**config.mk**
```make
export PLATFORM = sky130hd
export DESIGN_NAME = timer_counter
export DESIGN_NICKNAME = d
export VERILOG_FILES = /design/src/rtl/timer_pkg.sv /design/src/rtl/tc_prescaler.sv /design/src/rtl/timer_counter.sv
export SDC_FILE = /design/constraint.sdc
export NUM_CORES = 1
export LEC_CHECK = 0
export CORE_ASPECT_RATIO = 1.4
export CORE_MARGIN = 5
export CORE_UTILIZATION = 35
export CTS_CLUSTER_SIZE = 14
export DETAILED_ROUTE_END_ITERATION = 7
export GPL_ROUTABILITY_DRIVEN = 0
export GPL_TIMING_DRIVEN = 0
export PLACE_DENSITY = 0.64
export SYNTH_ARGS = -nofsm -noshare
export SYNTH_HDL_FRONTEND = slang
export SYNTH_SLANG_ARGS = --single-unit
```
**constraint.sdc**
```tcl
create_clock -name Clk -period 6.74 [get_ports Clk]
set_clock_uncertainty 0.2 [all_clocks]
set_input_delay 2.022 -clock Clk [delete_from_list [all_inputs] [get_ports Clk]]
set_output_delay 2.022 -clock Clk [all_outputs]
set_load 0.03 [all_outputs]
```
**src/rtl/timer_pkg.sv**
```systemverilog
// timer_pkg: shared encodings for the timer_counter device.
// Latency: n/a (types and constants only).
// Backpressure: n/a.
package timer_pkg;

    // FSM state encodings
    typedef enum logic [1:0] {
        IDLE = 2'd0,
        LOAD = 2'd1,
        CNT  = 2'd2,
        INT  = 2'd3
    } state_t;

    // Register word offsets (byte address bits [3:2])
    localparam logic [1:0] ADDR_CTRL   = 2'd0;
    localparam logic [1:0] ADDR_PRESET = 2'd1;
    localparam logic [1:0] ADDR_COUNT  = 2'd2;

    // CTRL.Mode codes; 10/11 fall back to one-shot behaviour
    localparam logic [1:0] MODE_ONESHOT = 2'd0;
    localparam logic [1:0] MODE_RELOAD  = 2'd1;

    // CTRL bit positions
    localparam int CTRL_EN      = 0;
    localparam int CTRL_MODE_LO = 1;
    localparam int CTRL_MODE_HI = 2;
    localparam int CTRL_IM      = 3;

    function automatic logic is_reload(input logic [1:0] mode);
        return mode == MODE_RELOAD;
    endfunction

endpackage

```
**src/rtl/tc_prescaler.sv**
```systemverilog
// tc_prescaler: count-tick generator, one tick every PRESCALE cycles while run is high.
// Latency: tick is combinational from the internal counter; first tick PRESCALE cycles after clear.
// Backpressure: none; run gates counting, clear restarts the divider.
// Ports: clk, reset (sync, active-high), run, clear -> tick.
// Only compiled when TC_PRESCALE_EN is defined.
`ifdef TC_PRESCALE_EN
module tc_prescaler #(
    parameter int PRESCALE = 4
) (
    input  logic clk,
    input  logic reset,
    input  logic run,
    input  logic clear,
    output logic tick
);

    // At least one bit so PRESCALE=1 still yields a legal vector
    localparam int W = (PRESCALE > 1) ? $clog2(PRESCALE) : 1;
    localparam logic [W-1:0] LAST = W'(PRESCALE - 1);

    logic [W-1:0] pcnt;

    assign tick = run && (pcnt == LAST);

    always_ff @(posedge clk) begin
        if (reset || clear) begin
            pcnt <= '0;
        end else if (run) begin
            pcnt <= tick ? '0 : pcnt + W'(1);
        end
    end

endmodule
`endif

```
**src/rtl/timer_counter.sv**
```systemverilog
// timer_counter: programmable down-counting timer on the CPU device bus, one-shot or auto-reload.
// Latency: PRESET=N -> INT entered N+2 edges after the enabling CTRL write (N*PRESCALE+2 with prescaler).
// Backpressure: none; single-cycle register writes, combinational reads.
// Ports: Clk, Reset (sync, active-high), Addr[1:0] (0=CTRL 1=PRESET 2=COUNT 3=rsvd), We, Din[31:0],
//        Dout[31:0] (combinational read data), IRQ (IM & irq_flag, to cp0 HWInt).
// Build option: define TC_PRESCALE_EN to insert the tc_prescaler tick divider.
module timer_counter
    import timer_pkg::*;
#(
    parameter int PRESCALE = 4
) (
    input  logic        Clk,
    input  logic        Reset,
    input  logic [1:0]  Addr,
    input  logic        We,
    input  logic [31:0] Din,
    output logic [31:0] Dout,
    output logic        IRQ
);

    state_t      state;
    logic [3:0]  ctrl;
    logic [31:0] preset;
    logic [31:0] count;
    logic        irq_flag;
    logic        tick;

    logic       en;
    logic       im;
    logic       reload;
    logic       ctrl_wr;
    logic       preset_wr;
    logic       expire;

    assign en        = ctrl[CTRL_EN];
    assign im        = ctrl[CTRL_IM];
    assign reload    = is_reload(ctrl[CTRL_MODE_HI:CTRL_MODE_LO]);
    assign ctrl_wr   = We && (Addr == ADDR_CTRL);
    assign preset_wr = We && (Addr == ADDR_PRESET);

    // Covers both COUNT==1 (last decrement) and COUNT==0 (PRESET=0, no decrement)
    assign expire = (state == CNT) && en && tick && (count <= 32'd1);

`ifdef TC_PRESCALE_EN
    tc_prescaler #(
        .PRESCALE (PRESCALE)
    ) u_prescaler (
        .clk   (Clk),
        .reset (Reset),
        .run   (state == CNT),
        .clear (state == LOAD),
        .tick  (tick)
    );
`else
    // Every cycle is a tick; PRESCALE only guards against an illegal zero here.
    assign tick = (PRESCALE > 0);
`endif

    always_ff @(posedge Clk) begin
        if (Reset) begin
            state    <= IDLE;
            ctrl     <= 4'd0;
            preset   <= 32'd0;
            count    <= 32'd0;
            irq_flag <= 1'b0;
        end else begin
            // A software CTRL write beats the one-shot hardware Enable clear
            if (ctrl_wr) begin
                ctrl <= Din[3:0];
            end else if ((state == INT) && !reload) begin
                ctrl[CTRL_EN] <= 1'b0;
            end

            // Takes effect at the next LOAD, never on the running count
            if (preset_wr) begin
                preset <= Din;
            end

            case (state)
                IDLE: begin
                    if (en) begin
                        state <= LOAD;
                    end
                end
                LOAD: begin
                    count <= preset;
                    state <= CNT;
                end
                CNT: begin
                    if (!en) begin
                        state <= IDLE;
                    end else if (tick) begin
                        if (count <= 32'd1) begin
                            count <= 32'd0;
                            state <= INT;
                        end else begin
                            count <= count - 32'd1;
                        end
                    end
                end
                INT: begin
                    state <= reload ? LOAD : IDLE;
                end
                default: state <= IDLE;
            endcase

            // Setting beats an acknowledge on the same edge; reload mode
            // keeps the flag for the single INT cycle only.
            if (expire) begin
                irq_flag <= 1'b1;
            end else if ((state == INT) && reload) begin
                irq_flag <= 1'b0;
            end else if (ctrl_wr || preset_wr) begin
                irq_flag <= 1'b0;
            end
        end
    end

    always_comb begin
        Dout = 32'd0;
        case (Addr)
            ADDR_CTRL:   Dout = {28'd0, ctrl};
            ADDR_PRESET: Dout = preset;
            ADDR_COUNT:  Dout = count;
            default:     Dout = 32'd0;
        endcase
    end

    assign IRQ = im & irq_flag;

endmodule

```
==> report_table.html <==
<table>
<tr><th>Metric</th><th>Value</th></tr>
<tr><th colspan="2">Setup path</th></tr>
<tr><td>Worst setup endpoint</td><td>Dout[27]</td></tr>
<tr><td>Classification of the worst setup path</td><td>in2out</td></tr>
<tr><td>Critical Path AT</td><td>4.43 ns</td></tr>
<tr><td>Largest stage delay on the critical path</td><td>0.68 ns</td></tr>
<tr><td>Worst R2R End</td><td>count[18]$_SDFFE_PP0P_</td></tr>
<tr><td>CP startpoint</td><td>Addr[0]</td></tr>
<tr><td>Number of cells traversed by the worst register-to-register path</td><td>8</td></tr>
<tr><td>Data required time of the critical path</td><td>4.52 ns</td></tr>
<tr><td>Worst setup SP type</td><td>input port</td></tr>
<tr><td>Max FO, Critical Path</td><td>10</td></tr>
<tr><td>Worst-path cell with the longest stage delay</td><td>sky130_fd_sc_hd__clkdlybuf4s50_1</td></tr>
<tr><td>FF-to-FF Start</td><td>count[0]$_SDFFE_PP0P_</td></tr>
<tr><td>Type of element capturing the critical path</td><td>output port</td></tr>
<tr><td>Cell occurring most often along the worst timing path</td><td>sky130_fd_sc_hd__clkdlybuf4s50_1</td></tr>
<tr><td>Reg2reg setup slack</td><td>3.62 ns</td></tr>
<tr><td>Critical-path cell list</td><td>clkdlybuf4s50_1 &gt; nor2b_1 &gt; clkbuf_1 &gt; clkbuf_2 &gt; a22o_1 &gt; clkdlybuf4s50_1</td></tr>
<tr><th colspan="2">Floorplan</th></tr>
<tr><td>Top Ports</td><td>70</td></tr>
<tr><td>Die Outline Area</td><td>0.0140 mm2</td></tr>
<tr><td>Core region area</td><td>0.0114 mm2</td></tr>
<tr><td>Initial Util</td><td>36.0%</td></tr>
<tr><td>Horizontal die dimension</td><td>102 um</td></tr>
<tr><td>Die extent in y</td><td>138 um</td></tr>
<tr><td>Std-Cell Rows</td><td>46</td></tr>
<tr><th colspan="2">Global routing</th></tr>
<tr><td>Met2 track demand over resource</td><td>34.1%</td></tr>
<tr><td>Met3 Use GR</td><td>2.97%</td></tr>
<tr><td>Total grt overflow</td><td>0</td></tr>
<tr><td>Pin count of the biggest net entering global routing</td><td>13</td></tr>
<tr><td>Total Routing Usage GR</td><td>20.3%</td></tr>
<tr><td>Vias in the first global route</td><td>4387</td></tr>
<tr><td>Most congested layer reported by global routing</td><td>met2</td></tr>
<tr><td>First-pass GRT wire length</td><td>22600 um</td></tr>
<tr><td>Initial antenna violation count</td><td>0</td></tr>
<tr><td>Met1 layer usage reported by global route</td><td>24.7%</td></tr>
<tr><th colspan="2">STA</th></tr>
<tr><td>Final Worst Setup Slack</td><td>0.0831 ns</td></tr>
<tr><td>RSZ-0062 raised after global routing</td><td>no</td></tr>
<tr><td>Worst max-slew margin expressed relative to the limit</td><td>33.7%</td></tr>
<tr><td>F_max</td><td>150 MHz</td></tr>
<tr><td>Transition time at the pin with the least slew margin</td><td>0.992 ns</td></tr>
<tr><td>Final Critical Period</td><td>6.66 ns</td></tr>
<tr><td>Final Hold Vio Count</td><td>0</td></tr>
<tr><td>Count of final max-slew check failures</td><td>0</td></tr>
<tr><td>Number of setup violations in the final report</td><td>0</td></tr>
<tr><td>Worst hold-check slack</td><td>0.278 ns</td></tr>
<tr><td>Share of the clock period used by the worst path after layout</td><td>98.8%</td></tr>
<tr><th colspan="2">Drt</th></tr>
<tr><td>ANT nets after route</td><td>0</td></tr>
<tr><td>Mean routed wirelength per cell</td><td>18.6 um</td></tr>
<tr><td>DRC errors left</td><td>0</td></tr>
<tr><td>DR vias/cell</td><td>5.75</td></tr>
<tr><td>Vias after detailed routing</td><td>4440</td></tr>
<tr><td>Routed wire length</td><td>14400 um</td></tr>
<tr><td>Detailed router's first-iteration violation count</td><td>347</td></tr>
<tr><td>TritonRoute pass-1 iters</td><td>5</td></tr>
<tr><th colspan="2">Logic synthesis</th></tr>
<tr><td>Post-Syn Nets</td><td>584</td></tr>
<tr><td>Average footprint of a synthesized cell</td><td>7.53 um2</td></tr>
<tr><td>Seq/Total Area, Yosys</td><td>34.6%</td></tr>
<tr><td>Mapped cell area</td><td>0.00410 mm2</td></tr>
<tr><td>Synth Instances</td><td>545</td></tr>
<tr><td>Multiplexer share of the synthesized area</td><td>1.71%</td></tr>
<tr><td>Total of warnings raised by yosys</td><td>0</td></tr>
<tr><td>Synthesis-stage register bit count</td><td>71</td></tr>
<tr><td>Synth Area in Compound Gates</td><td>31.6%</td></tr>
<tr><td>Share of synthesized cell area in full adder, half adder and majority cells</td><td>0.610%</td></tr>
<tr><td>Synthesized-area fraction occupied by xor and xnor cells</td><td>0.854%</td></tr>
<tr><td>Synthesized-area fraction occupied by and/or/nand/nor cells</td><td>24.3%</td></tr>
<tr><td>Most instantiated flip-flop cell in the synthesis netlist</td><td>sky130_fd_sc_hd__dfxtp_1</td></tr>
<tr><td>Count of unique library cells instantiated by Yosys</td><td>57</td></tr>
<tr><td>Fraction of registers with async set/reset</td><td>0%</td></tr>
<tr><td>Count of flip-flops with a built-in enable after synthesis</td><td>0</td></tr>
<tr><td>Largest family of logic cells by synthesized area</td><td>compound AO/OA/AOI/OAI gates</td></tr>
<tr><th colspan="2">Layout</th></tr>
<tr><td>Fillcell total</td><td>1164</td></tr>
<tr><td>Total number of nets in the final design</td><td>662</td></tr>
<tr><td>Antenna diode instance count</td><td>0</td></tr>
<tr><td>Fraction of layout cells with a size suffix above 1</td><td>7.48%</td></tr>
<tr><td>FF/Latch Area</td><td>0.00142 mm2</td></tr>
<tr><td>Commonest cells after routing, fill and taps aside</td><td>98 x sky130_fd_sc_hd__nand2_1, 71 x sky130_fd_sc_hd__dfxtp_1, 67 x sky130_fd_sc_hd__clkdlybuf4s50_1, 56 x sky130_fd_sc_hd__a21oi_1, 52 x sky130_fd_sc_hd__o21ai_0</td></tr>
<tr><td>Layout Area Growth over Synthesis</td><td>30.0%</td></tr>
<tr><td>End-of-flow core utilization</td><td>46.8%</td></tr>
<tr><td>Multi-input gate area</td><td>0.00243 mm2</td></tr>
<tr><td>Commonest non-fill, non-tap cell in the layout</td><td>sky130_fd_sc_hd__nand2_1</td></tr>
<tr><td>Final cell area excluding filler cells</td><td>0.00533 mm2</td></tr>
<tr><th colspan="2">Clock tree</th></tr>
<tr><td>Clock tree from TritonCTS</td><td>done</td></tr>
<tr><td>Clock root buffer</td><td>sky130_fd_sc_hd__clkbuf_16</td></tr>
<tr><td>Latest clock arrival within the worst-skew pair</td><td>0.34 ns</td></tr>
<tr><td>Buffer levels on the longest clock path</td><td>2</td></tr>
<tr><td>Register clock-pin slew on the reported worst setup and hold paths</td><td>0.06 ns</td></tr>
<tr><td>Level count of the clock H-tree</td><td>3</td></tr>
<tr><td>Post-CTS Setup Bufs</td><td>0</td></tr>
<tr><td>Clock sink count</td><td>71</td></tr>
<tr><td>Cts-stage hold buffer count</td><td>0</td></tr>
<tr><td>Number of buffers added by the clock tree synthesis step</td><td>9</td></tr>
<tr><th colspan="2">Place</th></tr>
<tr><td>Estimated wirelength of the detail-placed design</td><td>10700 um</td></tr>
<tr><td>Worst setup slack before clock tree synthesis</td><td>-0.331 ns</td></tr>
<tr><td>Input/output buffers</td><td>67</td></tr>
<tr><td>Post-Place Cell Area</td><td>0.00495 mm2</td></tr>
<tr><th colspan="2">Min path</th></tr>
<tr><td>Worst hold path type</td><td>reg2reg</td></tr>
<tr><th colspan="2">Pwr</th></tr>
<tr><td>Power density of the placed cells</td><td>231 mW/mm2</td></tr>
<tr><td>Worst VDD drop</td><td>0.169 mV</td></tr>
<tr><td>Static leakage</td><td>0.00185 uW</td></tr>
<tr><th colspan="2">Status</th></tr>
<tr><td>Run status</td><td>complete, no violations</td></tr>
<tr><th colspan="2">Flow run</th></tr>
<tr><td>Maximum Capacitance Violations</td><td>0</td></tr>
</table>
sequential cells by signal, summed over array words and instances, names as in the netlist:
register / count
count: 32
ctrl: 4
preset: 32
state: 2
irq_flag: 1
layout make-up:
cell class / count / share of cell area (%)
flip-flops and latches: 71 / 26.6
well taps: 144 / 3.38
repair buffers: 67 / 12.6
plain buffers: 46 / 3.87
multi-input cells: 413 / 45.5
inverters: 15 / 1.06
clock buffers: 11 / 4.55
clock inverters: 5 / 2.42
power breakdown:
group / switching, uW / leakage (uW) / internal [uW]
clock: 187 / 0.000180 / 410
sequential: 13.9 / 0.000575 / 431
combinational: 118 / 0.00109 / 72.0
total: 319 / 0.00185 / 913
critical path, delay by kind of cell:
family	cells	cell delay [ns]
simple gates	1	0.19
buf+inv	4	1.99
compound gates	1	0.23
metal layers:
metal  part of all wire [%]  routed length (um)
met4                    3.4                 489
met5                      0                   0
met3                    5.6                 801
met2                     50                7190
met1                     41                5890
what timing repair did:
action	4_1_cts	5_1_grt
gates resized for setup	6	0
setup endpoints to repair	30	0
endpoints found under the hold margin	0	0
per-stage QoR:
step,power (uW),std cells,TNS [ns]
2_1_floorplan,567,545,0
3_3_place_gp,635,756,-6.71
3_5_place_dp,638,756,-6.48
4_1_cts,1230,772,0
5_1_grt,1270,772,0
6_report,1230,772,0
cell families after synthesis:
kind of cell | Yosys count
flops | 71
buf+inv | 61
simple gates | 203
fa+ha+maj | 2
mux | 7
xor+xnor | 4
compound gates | 197
synthesized netlist by cell type, types with 8 or more instances:
cell                        n  area share, %
sky130_fd_sc_hd__a211oi_1  26            4.8
sky130_fd_sc_hd__a21oi_1   56            6.8
sky130_fd_sc_hd__a221oi_1   8            1.7
sky130_fd_sc_hd__a22o_1    27            5.8
sky130_fd_sc_hd__clkbuf_1  37            3.4
sky130_fd_sc_hd__dfxtp_1   71             35
sky130_fd_sc_hd__inv_1     15            1.4
sky130_fd_sc_hd__nand2_1   98            9.0
sky130_fd_sc_hd__nor2_1    38            3.5
sky130_fd_sc_hd__nor4_1     8            1.2
sky130_fd_sc_hd__o21ai_0   52            6.3
worst min path at each step:
stage,start,to,slack (ns),cells past startpoint
floorplan,irq_flag$_SDFFE_PP0P_,irq_flag$_SDFFE_PP0P_,0.24,2
global placement,irq_flag$_SDFFE_PP0P_,irq_flag$_SDFFE_PP0P_,0.26,2
detailed placement,preset[1]$_SDFFE_PP0P_,preset[1]$_SDFFE_PP0P_,0.27,2
CTS,preset[1]$_SDFFE_PP0P_,preset[1]$_SDFFE_PP0P_,0.28,2
global route,preset[20]$_SDFFE_PP0P_,preset[20]$_SDFFE_PP0P_,0.29,2
finish,preset[1]$_SDFFE_PP0P_,preset[1]$_SDFFE_PP0P_,0.28,2
(Power assumes the default switching activity.)
